--- config.mk ---
export PLATFORM = sky130hd
export DESIGN_NAME = seq_shift_add_multiplier
export DESIGN_NICKNAME = d
export VERILOG_FILES = /design/src/rtl/mult_pkg.sv /design/src/rtl/adder_slice_chain.sv /design/src/rtl/seq_shift_add_multiplier.sv
export SDC_FILE = /design/constraint.sdc
export NUM_CORES = 1
export LEC_CHECK = 0
export BUFFER_PORTS_ARGS = -buffer_cell sky130_fd_sc_hd__buf_2
export CAP_MARGIN = 15
export CORE_AREA = 2 2 144 146
export DETAILED_ROUTE_END_ITERATION = 7
export DIE_AREA = 0 0 146 148
export GPL_TIMING_DRIVEN = 0
export PLACE_DENSITY = 0.87
export RECOVER_POWER = 25
export SYNTH_ARGS = -nofsm -noshare
export SYNTH_HDL_FRONTEND = slang
export SYNTH_SLANG_ARGS = --single-unit
--- constraint.sdc ---
create_clock -name clk -period 16.2 [get_ports clk]
set_clock_uncertainty 0.2 [all_clocks]
set_input_delay 2.43 -clock clk [delete_from_list [all_inputs] [get_ports clk]]
set_output_delay 2.43 -clock clk [all_outputs]
set_load 0.005 [all_outputs]
--- src/rtl/mult_pkg.sv ---
// Shared types and constants for the sequential shift-add multiplier.
package mult_pkg;

  localparam int MULT_WIDTH = 32;
  localparam int ADD_SLICE  = 4;

  typedef enum logic [1:0] {
    IDLE = 2'd0,
    CALC = 2'd1,
    FIX  = 2'd2,
    DONE = 2'd3
  } state_t;

  // Width of a counter that must reach width-1.
  function automatic int cnt_width(input int width);
    return (width <= 1) ? 1 : $clog2(width);
  endfunction

endpackage

--- src/rtl/adder_slice_chain.sv ---
// Four-bit Kogge-Stone slice and a WIDTH-bit ripple chain of those slices.
module ks_adder4 (
  input  logic [3:0] i_a,
  input  logic [3:0] i_b,
  input  logic       i_carry_in,
  output logic [3:0] o_sum,
  output logic       o_carry_out
);
  logic [3:0] w_g;
  logic [3:0] w_p;
  logic [3:0] w_gc;
  logic [3:0] w_g1;
  logic       w_p1_2;
  logic       w_p1_3;
  logic [3:0] w_g2;

  assign w_g = i_a & i_b;
  assign w_p = i_a ^ i_b;

  // Carry-in folded into bit 0 generate so the prefix tree covers it.
  assign w_gc = {w_g[3:1], w_g[0] | (w_p[0] & i_carry_in)};

  assign w_g1[0] = w_gc[0];
  assign w_g1[1] = w_gc[1] | (w_p[1] & w_gc[0]);
  assign w_g1[2] = w_gc[2] | (w_p[2] & w_gc[1]);
  assign w_g1[3] = w_gc[3] | (w_p[3] & w_gc[2]);
  assign w_p1_2  = w_p[2] & w_p[1];
  assign w_p1_3  = w_p[3] & w_p[2];

  assign w_g2[0] = w_g1[0];
  assign w_g2[1] = w_g1[1];
  assign w_g2[2] = w_g1[2] | (w_p1_2 & w_g1[0]);
  assign w_g2[3] = w_g1[3] | (w_p1_3 & w_g1[1]);

  assign o_sum       = w_p ^ {w_g2[2:0], i_carry_in};
  assign o_carry_out = w_g2[3];
endmodule

module adder_slice_chain
  import mult_pkg::*;
#(
  parameter int WIDTH = MULT_WIDTH
) (
  input  logic [WIDTH-1:0] i_a,
  input  logic [WIDTH-1:0] i_b,
  input  logic             i_carry_in,
  output logic [WIDTH-1:0] o_sum,
  output logic             o_carry_out
);
  localparam int N_SLICE = WIDTH / ADD_SLICE;

  logic [N_SLICE:0] w_carry;

  assign w_carry[0] = i_carry_in;

  for (genvar gi = 0; gi < N_SLICE; gi++) begin : g_slice
    ks_adder4 u_slice (
      .i_a         (i_a[gi*ADD_SLICE +: ADD_SLICE]),
      .i_b         (i_b[gi*ADD_SLICE +: ADD_SLICE]),
      .i_carry_in  (w_carry[gi]),
      .o_sum       (o_sum[gi*ADD_SLICE +: ADD_SLICE]),
      .o_carry_out (w_carry[gi+1])
    );
  end

  assign o_carry_out = w_carry[N_SLICE];
endmodule

--- src/rtl/seq_shift_add_multiplier.sv ---
// Iterative WIDTH x WIDTH shift-add multiplier with per-operand signedness.
// Handshake: start is consumed on any rising edge where ready=1; done pulses for one cycle when result is updated.
module seq_shift_add_multiplier
  import mult_pkg::*;
#(
  parameter int WIDTH = MULT_WIDTH,
  parameter int CNT_W = cnt_width(WIDTH)
) (
  input  logic               clk,
  input  logic               rst,
  input  logic               start,
  input  logic [WIDTH-1:0]   in0,
  input  logic [WIDTH-1:0]   in1,
  input  logic               sign_en_in0,
  input  logic               sign_en_in1,
  output logic               ready,
  output logic               busy,
  output logic               done,
  output logic [2*WIDTH-1:0] result,
  output state_t             dbg_state
);
  state_t             r_state;
  logic [CNT_W-1:0]   r_cnt;
  logic [WIDTH-1:0]   r_mcand;
  logic [WIDTH-1:0]   r_mplier;
  logic [2*WIDTH-1:0] r_acc;
  logic               r_neg;
  logic [2*WIDTH-1:0] r_result;
  logic               r_done;
  logic               r_busy;
  logic               r_ready;

  logic               w_neg0;
  logic               w_neg1;
  logic [WIDTH-1:0]   w_mag0;
  logic [WIDTH-1:0]   w_mag1;
  logic [WIDTH-1:0]   w_addend;
  logic [WIDTH-1:0]   w_sum;
  logic               w_cout;

  assign w_neg0 = sign_en_in0 & in0[WIDTH-1];
  assign w_neg1 = sign_en_in1 & in1[WIDTH-1];
  // Magnitude of the most negative value wraps to itself, which reads correctly as unsigned.
  assign w_mag0 = w_neg0 ? (~in0 + WIDTH'(1)) : in0;
  assign w_mag1 = w_neg1 ? (~in1 + WIDTH'(1)) : in1;

  assign w_addend = r_mplier[0] ? r_mcand : '0;

  adder_slice_chain #(
    .WIDTH (WIDTH)
  ) u_adder (
    .i_a         (r_acc[2*WIDTH-1:WIDTH]),
    .i_b         (w_addend),
    .i_carry_in  (1'b0),
    .o_sum       (w_sum),
    .o_carry_out (w_cout)
  );

  always_ff @(posedge clk or posedge rst) begin
    if (rst) begin
      r_state  <= IDLE;
      r_cnt    <= '0;
      r_mcand  <= '0;
      r_mplier <= '0;
      r_acc    <= '0;
      r_neg    <= 1'b0;
      r_result <= '0;
      r_done   <= 1'b0;
      r_busy   <= 1'b0;
      r_ready  <= 1'b1;
    end else begin
      case (r_state)
        IDLE, DONE: begin
          r_done <= 1'b0;
          if (start) begin
            r_mcand  <= w_mag0;
            r_mplier <= w_mag1;
            r_neg    <= w_neg0 ^ w_neg1;
            r_acc    <= '0;
            r_cnt    <= '0;
            r_state  <= CALC;
            r_ready  <= 1'b0;
            r_busy   <= 1'b1;
          end else begin
            r_state  <= IDLE;
            r_ready  <= 1'b1;
            r_busy   <= 1'b0;
          end
        end
        CALC: begin
          r_acc    <= {w_cout, w_sum, r_acc[WIDTH-1:1]};
          r_mplier <= r_mplier >> 1;
          r_cnt    <= r_cnt + CNT_W'(1);
          if (r_cnt == CNT_W'(WIDTH-1)) begin
            r_state <= FIX;
          end
        end
        FIX: begin
          r_result <= r_neg ? -r_acc : r_acc;
          r_done   <= 1'b1;
          r_ready  <= 1'b1;
          r_busy   <= 1'b0;
          r_state  <= DONE;
        end
        default: begin
          r_state <= IDLE;
        end
      endcase
    end
  end

  assign ready     = r_ready;
  assign busy      = r_busy;
  assign done      = r_done;
  assign result    = r_result;
  assign dbg_state = r_state;
endmodule

==> reports/results.tsv <==
metric	value	unit
Synth Register Bits	203	
Tot Pwr	2.82	mW
DRT Wirelength	31200	um
synthesized area per cell	8.89	um^2
M3 GR Usage	3.77	%
max-slew violation count	73	
IO Pins	138	
Setup TNS Final	0	ns
core region area	0.0200	mm^2
Max Fclk	0.102	GHz
Post-Synth XOR/XNOR Area	10.2	%
vias in the first global route	10400	
GRT Total Usage	28.9	%
drt pass-1 iters	5	
first-pass GRT wire length	51400	um
Synth Area in Simple Gates	19.7	%
Final Util	67.4	%
Via density	5.92	
kind of critical path	register to register	
Max-Cap Viols	1	
Crit path max-delay family	adder cells	
CTS clk-pin slew, worst paths	0.06	ns
final hold vios	0	
worst-path fanout max	10	
Synth cell types	57	
Final Critical Period	9.82	ns
IO Port Bufs	137	
Tightest Pin Transition	3.18	ns
row cnt	52	
Inserted Diodes	0	
Post-synth EDFFs	0	
Die Area	0.0216	mm^2
GR Util met1	39.2	%
Post-CTS Setup Bufs	0	
Compound-Gate Fraction of Synth Area	15.9	%
Synth Area in Adders	6.04	%
slowest CP cell	fa_1	
initial core utilization	58.9	%
final RePlAce weighted congestion	0.944	
Post-Syn Nets	1445	
Crit path required time	16.36	ns
post-synthesis mux area share	0.530	%
Die X	146	um
CTS Buf Count	21	
worst hold-check path type	register to register	
Area growth syn-to-layout	14.4	%
Top Usage Layer GRT	met2	
post-cts sizing count	0	
CTS tree	built	
DP HPWL	22700	um
antenna violations before repair	0	
Max IR drop VDD	0.000113	V
share of cells above drive strength 1	12.9	%
crit end category	register	
largest net degree at the start of global routing	132	
LEAKAGE	6.50	nW
Seq/Total Area, Yosys	43.0	%
Die Ht	148	um
Overflow after GRT	0	
met2 GRT Util	47.8	%
critical path's most frequent cell	fa_1	
fraction of registers with async set/reset	100	%
clock sinks	203	
post-route ant nets	0	
worst hold path depth	2	
PD cells	209	mW/mm^2
cell area after placement	0.0129	mm^2
Finished Cell Area	0.0135	mm^2
startpoint types	register	
Worst-Skew Late Latency	0.51	ns
Worst path max stage delay	0.44	ns
Synth warnings	0	
CTS HTree Levels	1	
Crit path arrival time	9.99	ns
Syn Std Cell Area	0.0118	mm^2
main combinational cell family by area after synthesis	simple AND/OR/NAND/NOR gates	
initial drt markers	836	
Crit path depth	43	
routed len/inst	17.6	um
failing checks	max-capacitance violations, max-slew violations	
RSZ-0062 raised after global routing	no	
Bufs and invs on worst path	10	
hold bufs inserted after CTS	0	
endpoints failing setup	0	
worst r2r path cells	43	
outcome	finished, violations left	
DRC viols	0	
Mapped Cells	1328	
Most used DFF post-synth	dfrtp_1	
Final #Nets	1606	
Final Cycle Share	60.6	%
CTS root buffer	clkbuf_16	
Max clock buf depth	3	
Max transition margin	-113	%
DR vias	10500	
final cells by class:
type                            count  area [um^2]
Fill cell                        1644         6540
Multi-Input combinational cell    995         6150
Sequential cell                   203         5080
Timing Repair Buffer              138          712
Clock buffer                       29          596
Tap cell                          270          338
Buffer                             79          334
Inverter                           51          193
Clock inverter                      8         98.8
cells in the final DEF (no fill, tap or decap), types with 3 or more instances in the layout:
master,instances
dfrtp_1,202
nand2_1,166
buf_2,137
a21oi_1,132
nor2_1,125
o21ai_0,93
xor2_1,76
clkbuf_1,70
xnor2_1,62
inv_1,50
nand3_1,49
ha_1,33
o22ai_1,25
and2_1,23
o31ai_1,23
clkbuf_16,21
nor3_1,20
nand3b_1,19
o41ai_1,19
a21o_1,18
or3_1,18
or4_1,17
fa_1,15
nor4_1,12
buf_1,8
nand4_1,7
clkbuf_8,5
nand2b_1,5
mux2i_1,4
a31oi_1,4
or2_2,4
buf_6,3
a22oi_1,3
clkinv_2,3
path summary, 6_finish.rpt:
kind / startpoint / to / slack (ns)
max: r_mplier[0] / r_acc[60] / 6.38
min: ready / ready / 0.26
max reg2reg: r_mplier[0] / r_acc[60] / 6.38
min reg2reg: ready / ready / 0.26
max in group asynchronous: rst / result[53] / 11.63
min in group asynchronous: rst / r_mplier[31] / 2.64
cell usage after synthesis, types with 19 or more instances:
master    instances  area share, %
xnor2_1          62            4.6
nand3b_1         19            1.2
and2_1           23            1.2
nor2_1          125            4.0
a21oi_1         132            5.6
clkbuf_1         63            2.0
inv_1            51            1.6
dfrtp_1         202             43
xor2_1           76            5.6
o21ai_0          93            3.9
ha_1             33            3.5
nor3_1           19           0.81
o31ai_1          21            1.3
o22ai_1          25            1.3
nand3_1          48            2.0
nand2_1         166            5.3
tightest hold or removal path: cells and delay by family (launching register included):
kind	cells	cell delay, ns
flops	1	0.36
buf+inv	1	0.04
compound gates	1	0.05
layer usage:
metal | up-vias | wire length [um]
met2 | 472 | 14900
met3 | 70 | 2200
li1 | 4903 | -
met4 | 0 | 847
met5 | - | 0
met1 | 5057 | 13300
where the power goes:
group	internal [mW]	total, mW	leakage (nW)	switching [mW]
Sequential	0.714	0.849	2.56	0.135
Combinational	0.528	1.48	3.60	0.950
Clock	0.289	0.489	0.337	0.199
through the flow:
stage / instances / worst slack, ns / hold WS (ns)
after global placement: 1735 / 6.07 / 0.249
after detailed placement: 1736 / 6.51 / 0.253
after floorplan: 1328 / 7.23 / 0.242
final: 1773 / 6.38 / 0.262
after CTS: 1773 / 6.41 / 0.263
after global routing: 1773 / 5.85 / 0.295
state kept, by name, summed over array words and instances (netlist names), 2 cells and up:
| signal | flops |
|---|---|
| r_mplier | 32 |
| r_mcand | 32 |
| r_acc | 64 |
| r_cnt | 5 |
| dbg_state | 2 |
| result | 64 |
logic make-up after synthesis:
| group | Yosys count |
|---|---|
| xor gates and xnor gates | 138 |
| buffers and inverters | 130 |
| AOI/OAI and AO/OA | 321 |
| and+or+nand+nor | 482 |
| DFF | 203 |
| adders and majority gates | 48 |
| muxes | 6 |
Note: power is estimated with default switching activity, not from simulation.
